File: src/rtl/alu_seq.sv
// -----------------------------------------------------------------------------
// alu_seq
//   Request/response sequencer in front of the 4-bit calculator ALU.
//   It accepts one operation at a time and rejects unknown opcodes and
//   division by zero without touching the ALU. Valid operations are issued
//   to the ALU for exactly as long as the ALU needs them. The result is
//   captured and normalised, then held on a valid/ready response channel.
//
// Ports
//   clk, rst        clock and synchronous active-high reset (shared with ALU)
//   req_valid/ready request handshake; ready only while idle
//   req_op          1000 add, 0100 sub, 0010 mul, 0001 div, others invalid
//   req_sign        signed operation
//   req_a, req_b    operands (a op b)
//   resp_valid/ready response handshake; response held until accepted
//   resp_result     normalised 8-bit result
//   resp_err        invalid op, divide by zero or timeout
//   busy            high whenever a request is in flight
//   alu_op          opcode to ALU, 0000 = STOP
//   alu_sign        sign mode to ALU
//   alu_data1/2     operands to ALU
//   alu_o           ALU result
//   alu_busy        ALU iterating (mul/div)
// -----------------------------------------------------------------------------
module alu_seq #(
    parameter int unsigned TIMEOUT = 31
) (
    input  logic       clk,
    input  logic       rst,
    input  logic       req_valid,
    output logic       req_ready,
    input  logic [3:0] req_op,
    input  logic       req_sign,
    input  logic [3:0] req_a,
    input  logic [3:0] req_b,
    output logic       resp_valid,
    input  logic       resp_ready,
    output logic [7:0] resp_result,
    output logic       resp_err,
    output logic       busy,
    output logic [3:0] alu_op,
    output logic       alu_sign,
    output logic [3:0] alu_data1,
    output logic [3:0] alu_data2,
    input  logic [7:0] alu_o,
    input  logic       alu_busy
);

    localparam int unsigned CNT_W = (TIMEOUT < 2) ? 1 : $clog2(TIMEOUT + 1);

    localparam logic [3:0] OP_STOP = 4'b0000;
    localparam logic [3:0] OP_ADD  = 4'b1000;
    localparam logic [3:0] OP_SUB  = 4'b0100;
    localparam logic [3:0] OP_MUL  = 4'b0010;
    localparam logic [3:0] OP_DIV  = 4'b0001;

    typedef enum logic [2:0] {
        ST_IDLE      = 3'd0,
        ST_EXEC      = 3'd1,
        ST_WAIT_DONE = 3'd2,
        ST_CAPT      = 3'd3,
        ST_RESP      = 3'd4
    } state_t;

    state_t           state_r;
    state_t           state_next_s;
    logic [3:0]       op_r;
    logic             sign_r;
    logic [3:0]       a_r;
    logic [3:0]       b_r;
    logic [CNT_W-1:0] cnt_r;
    logic [7:0]       result_r;
    logic             err_r;
    logic             req_ready_r;
    logic             resp_valid_r;
    logic             busy_r;
    logic [3:0]       alu_op_s;
    logic             timeout_s;
    logic             req_bad_s;

    function automatic logic op_is_valid(input logic [3:0] op);
        case (op)
            OP_ADD, OP_SUB, OP_MUL, OP_DIV: op_is_valid = 1'b1;
            default:                        op_is_valid = 1'b0;
        endcase
    endfunction

    // mul and div run for several cycles inside the ALU and report via alu_busy
    function automatic logic op_is_iterative(input logic [3:0] op);
        op_is_iterative = (op == OP_MUL) || (op == OP_DIV);
    endfunction

    assign req_bad_s = !op_is_valid(req_op) || ((req_op == OP_DIV) && (req_b == 4'd0));
    assign timeout_s = (cnt_r == CNT_W'(TIMEOUT));

    // Next-state decode and ALU opcode; alu_op drops to STOP combinationally
    // from alu_busy so the ALU never sees a restart on its completion edge.
    always_comb begin
        state_next_s = state_r;
        alu_op_s     = OP_STOP;
        case (state_r)
            ST_IDLE: begin
                if (req_valid) begin
                    if (req_bad_s) begin
                        state_next_s = ST_RESP;
                    end else begin
                        state_next_s = ST_EXEC;
                    end
                end else begin
                    state_next_s = ST_IDLE;
                end
            end
            ST_EXEC: begin
                if (timeout_s) begin
                    state_next_s = ST_RESP;
                end else begin
                    alu_op_s = op_r;
                    if (op_is_iterative(op_r)) begin
                        state_next_s = ST_WAIT_DONE;
                    end else begin
                        state_next_s = ST_CAPT;
                    end
                end
            end
            ST_WAIT_DONE: begin
                if (timeout_s) begin
                    state_next_s = ST_RESP;
                end else if (alu_busy) begin
                    alu_op_s     = op_r;
                    state_next_s = ST_WAIT_DONE;
                end else begin
                    state_next_s = ST_RESP;
                end
            end
            ST_CAPT: begin
                state_next_s = ST_RESP;
            end
            ST_RESP: begin
                if (resp_ready) begin
                    state_next_s = ST_IDLE;
                end else begin
                    state_next_s = ST_RESP;
                end
            end
            default: begin
                state_next_s = ST_IDLE;
            end
        endcase
    end

    // State register
    always_ff @(posedge clk) begin
        if (rst) begin
            state_r <= ST_IDLE;
        end else begin
            state_r <= state_next_s;
        end
    end

    // Handshake/status flags registered from the next state
    always_ff @(posedge clk) begin
        if (rst) begin
            req_ready_r  <= 1'b1;
            resp_valid_r <= 1'b0;
            busy_r       <= 1'b0;
        end else begin
            req_ready_r  <= (state_next_s == ST_IDLE);
            resp_valid_r <= (state_next_s == ST_RESP);
            busy_r       <= (state_next_s != ST_IDLE);
        end
    end

    // Request latch, cycle counter and result capture
    always_ff @(posedge clk) begin
        if (rst) begin
            op_r     <= OP_STOP;
            sign_r   <= 1'b0;
            a_r      <= 4'd0;
            b_r      <= 4'd0;
            cnt_r    <= '0;
            result_r <= 8'd0;
            err_r    <= 1'b0;
        end else begin
            case (state_r)
                ST_IDLE: begin
                    if (req_valid) begin
                        op_r     <= req_op;
                        sign_r   <= req_sign;
                        a_r      <= req_a;
                        b_r      <= req_b;
                        cnt_r    <= '0;
                        result_r <= 8'd0;
                        err_r    <= req_bad_s;
                    end
                end
                ST_EXEC: begin
                    cnt_r <= cnt_r + CNT_W'(1);
                    if (timeout_s) begin
                        result_r <= 8'd0;
                        err_r    <= 1'b1;
                    end
                end
                ST_CAPT: begin
                    cnt_r <= cnt_r + CNT_W'(1);
                    if (timeout_s) begin
                        result_r <= 8'd0;
                        err_r    <= 1'b1;
                    end else begin
                        // add/sub only drive the low five bits; the rest is stale
                        result_r <= {3'b000, alu_o[4:0]};
                        err_r    <= 1'b0;
                    end
                end
                ST_WAIT_DONE: begin
                    cnt_r <= cnt_r + CNT_W'(1);
                    if (timeout_s) begin
                        result_r <= 8'd0;
                        err_r    <= 1'b1;
                    end else if (!alu_busy) begin
                        result_r <= alu_o;
                        err_r    <= 1'b0;
                    end
                end
                ST_RESP: begin
                    if (resp_ready) begin
                        op_r     <= OP_STOP;
                        sign_r   <= 1'b0;
                        a_r      <= 4'd0;
                        b_r      <= 4'd0;
                        result_r <= 8'd0;
                        err_r    <= 1'b0;
                    end
                end
                default: begin
                    cnt_r <= '0;
                end
            endcase
        end
    end

    assign req_ready   = req_ready_r;
    assign resp_valid  = resp_valid_r;
    assign busy        = busy_r;
    assign resp_result = result_r;
    assign resp_err    = err_r;
    assign alu_op      = alu_op_s;
    assign alu_sign    = sign_r;
    assign alu_data1   = a_r;
    assign alu_data2   = b_r;

endmodule
File: config.mk
export PLATFORM = sky130hd
export DESIGN_NAME = alu_seq
export DESIGN_NICKNAME = d
export VERILOG_FILES = /design/src/rtl/alu_seq.sv
export SDC_FILE = /design/constraint.sdc
export NUM_CORES = 1
export LEC_CHECK = 0
export CAP_MARGIN = 20
export CORE_ASPECT_RATIO = 0.6
export CORE_UTILIZATION = 40
export CTS_CLUSTER_DIAMETER = 150
export DETAILED_ROUTE_END_ITERATION = 10
export DONT_BUFFER_PORTS = 1
export MAX_ROUTING_LAYER = met4
export PLACE_DENSITY = 0.57
export SLEW_MARGIN = 20
export SYNTH_ARGS = -nofsm -noshare
export SYNTH_HDL_FRONTEND = slang
export SYNTH_SLANG_ARGS = --single-unit
File: constraint.sdc
create_clock -name clk -period 3.3 [get_ports clk]
set_input_delay 0.825 -clock clk [delete_from_list [all_inputs] [get_ports clk]]
set_output_delay 0.825 -clock clk [all_outputs]
set_load 0.005 [all_outputs]
==> results of run 1 <==
-- cell type report --
type	instances	area, um^2
clock buffer	6	72.6
clock inverter	2	10.0
fill	363	1830
inverter	1	3.75
multi-input combinational	121	758
sequential	33	661
tap	45	56.3
timing repair buffer	2	15.0
-- worst max-delay path, delay by kind of cell (launching register included) --
| kind | cells | cell delay, ps |
|---|---|---|
| compound gates | 1 | 370 |
| simple gates | 3 | 560 |
| flops | 1 | 340 |
| fa+ha+maj | 2 | 460 |
-- final timing paths --
| path | start | to | cells past startpoint |
|---|---|---|---|
| setup / recovery | cnt_r[0]$_SDFFE_PP0P_ | alu_op[1] | 6 |
| hold / removal | resp_result[4]$_SDFFE_PP0P_ | resp_result[4]$_SDFFE_PP0P_ | 2 |
| hold reg to reg | resp_result[4]$_SDFFE_PP0P_ | resp_result[4]$_SDFFE_PP0P_ | 2 |
| setup reg to reg | cnt_r[0]$_SDFFE_PP0P_ | resp_err$_SDFFE_PP0P_ | 8 |
-- synth_stat cells (2+ instances only) --
| library cell | instances | area, um^2 |
|---|---|---|
| a31oi_1 | 2 | 12.5 |
| a22oi_1 | 17 | 128 |
| nand2_1 | 2 | 7.51 |
| and3_2 | 5 | 37.5 |
| xnor2_1 | 2 | 17.5 |
| a21oi_1 | 13 | 65.1 |
| nor4b_1 | 2 | 17.5 |
| dfxtp_1 | 33 | 661 |
| nand3_1 | 7 | 35.0 |
| clkbuf_1 | 4 | 15.0 |
| clkbuf_8 | 3 | 41.3 |
| o21ai_0 | 11 | 55.1 |
| nand4_1 | 3 | 18.8 |
| nor2_1 | 25 | 93.8 |
| xor2_1 | 2 | 17.5 |
| buf_4 | 2 | 15.0 |
| ha_1 | 2 | 25.0 |
| and2_1 | 6 | 37.5 |
-- cells by family (layout without fill, tap and decap cells) --
group | Yosys count | count (layout) | share of synthesized area, %
AOI/OAI and AO/OA | 55 | 55 | 25.0
xor gates and xnor gates | 4 | 4 | 2.34
adders and majority gates | 2 | 2 | 1.67
buffers and inverters | 11 | 11 | 5.34
DFF | 33 | 33 | 44.1
muxes | 1 | 1 | 0.668
and+or+nand+nor | 59 | 59 | 21.0
-- state kept, by name (all words and copies together) (netlist names) --
signal	cells
alu_data1	4
alu_data2	4
alu_sign	1
busy	1
cnt_r	5
op_r	4
req_ready	1
resp_err	1
resp_result	8
resp_valid	1
state_r	3
-- stage by stage --
step	hold WS, ps	cell area (um^2)	worst slack, ps	total power [mW]	instances
floorplan	463	1500	729	0.574	165
global placement	477	1490	871	0.590	202
detailed placement	483	1490	777	0.594	202
CTS	492	1580	460	0.882	210
global route	510	1580	336	0.920	210
finish	489	1580	466	0.871	210
-- report_power, final --
group / total [mW] / switching (mW) / internal, mW
clock: 0.285 / 0.139 / 0.146
sequential: 0.454 / 0.0277 / 0.426
combinational: 0.133 / 0.0788 / 0.0539
total: 0.871 / 0.245 / 0.626
-- metal layers --
metal / part of all wire, % / GRT usage [%] / wire, um / up-vias
met3: 5.9 / 5.98 / 195 / 5
met5: 0 / - / 0 / -
li1: - / - / - / 599
met4: 1.1 / 7.14 / 37 / 0
met2: 43 / 25.4 / 1430 / 38
met1: 50 / 24.8 / 1660 / 559
==> metrics.csv, run 1 <==
metric;value;unit
status;complete, no violations;
Crit path largest cell delay;370;ps
layout net count;192;
I/O pin total;51;
first-pass GRT wire length;5.44;mm
FP Rows;16;
HPWL after DPL;2.38;mm
max-slew violations;0;
vias in the first global route;1162;
Die Y;49.4;um
Worst Path Arrival;2010;ps
leading cell type in the layout, fill and taps excluded;dfxtp_1;
crit path launch type;register;
CP max stage cell;o21a_1;
antenna violations before repair;0;
CP required;2470;ps
setup repair after global routing missed its margin;no;
most used cell, CP;ha_1;
Ys Warns;0;
fin util;46.3;%
TritonRoute pass-1 iters;4;
# DRC;0;
Crit. End Element;output port;
headroom to the max-slew limit;59.1;%
final hold vios;0;
Resized cells post-CTS;0;
gr usage total;18.5;%
Post-Syn Instances;165;
r2r setup slk;1370;ps
syn avg cell area;9.08;um^2
critical-path cell list;ha_1, and3_1, ha_1, nor2_1, o21a_1, and2_1;
Synth cell types;42;
CTS tree;done;
RePlAce Congestion;0.753;
period utilisation layout;85.9;%
CP Class;reg2out;
Total Routed Length;3.32;mm
LEAKAGE;0.599;nW
Top FF cell, synth;dfxtp_1;
routed len/inst;15.8;um
Peak VDD IR;241;uV
share of async-settable or async-resettable flops after synthesis;0;%
CTS Buf Count;5;
Via density;5.72;
Syn-to-layout area delta;5.18;%
clk sinks;33;
Die ar.;4000;um^2
hold_buf cts;0;
Post-synth EDFFs;0;
clk buf depth;2;
1st-iter DRT viols;57;
largest net degree at the start of global routing;29;
sequential-to-total area share from yosys stat;44.1;%
vias;1201;
post-CTS setup buffer count;0;
remaining global-route overflow;0;
crit path max fanout;12;
layout cells sized above 1;14.5;%
maximum clock rate;353;MHz
Cell Area, Synth;1500;um^2
max-capacitance violation count;0;
initial core utilization;44.0;%
most frequent cells in the layout;33 x dfxtp_1, 25 x nor2_1, 17 x a22oi_1;
Post-DRT Antenna Nets;0;
syn nets;193;
pwr dens;553;nW/um^2
Hold Path Class;reg2reg;
Final setup viols;0;
Setup Skew;6.97;ps
antenna cells;0;
min cycle time layout;2830;ps
I/O Buffers;0;
Die W;81.0;um
FF+latch count, synth;33;
Root Buffer Master;clkbuf_8;
clock latency on the worst-skew pair;280;ps
clock-pin transition on the worst setup and hold timing paths;60;ps
setup TNS;0;ps
H-tree levels;2;
Core Box Area;3400;um^2
worst-margin pin slew;608;ps
Note: power is estimated with default switching activity, not from simulation.
==> run 2: changes to the inputs <==
- SLEW_MARGIN: 20 -> 30
==> results of run 2 <==
Same layout as run 1: the final DEF is identical, and so are final timing and power.
==> run 3: changes to the inputs <==
- SLEW_MARGIN: 30 -> 10
==> results of run 3 <==
Same layout as run 1: the final DEF is identical, and so are final timing and power.
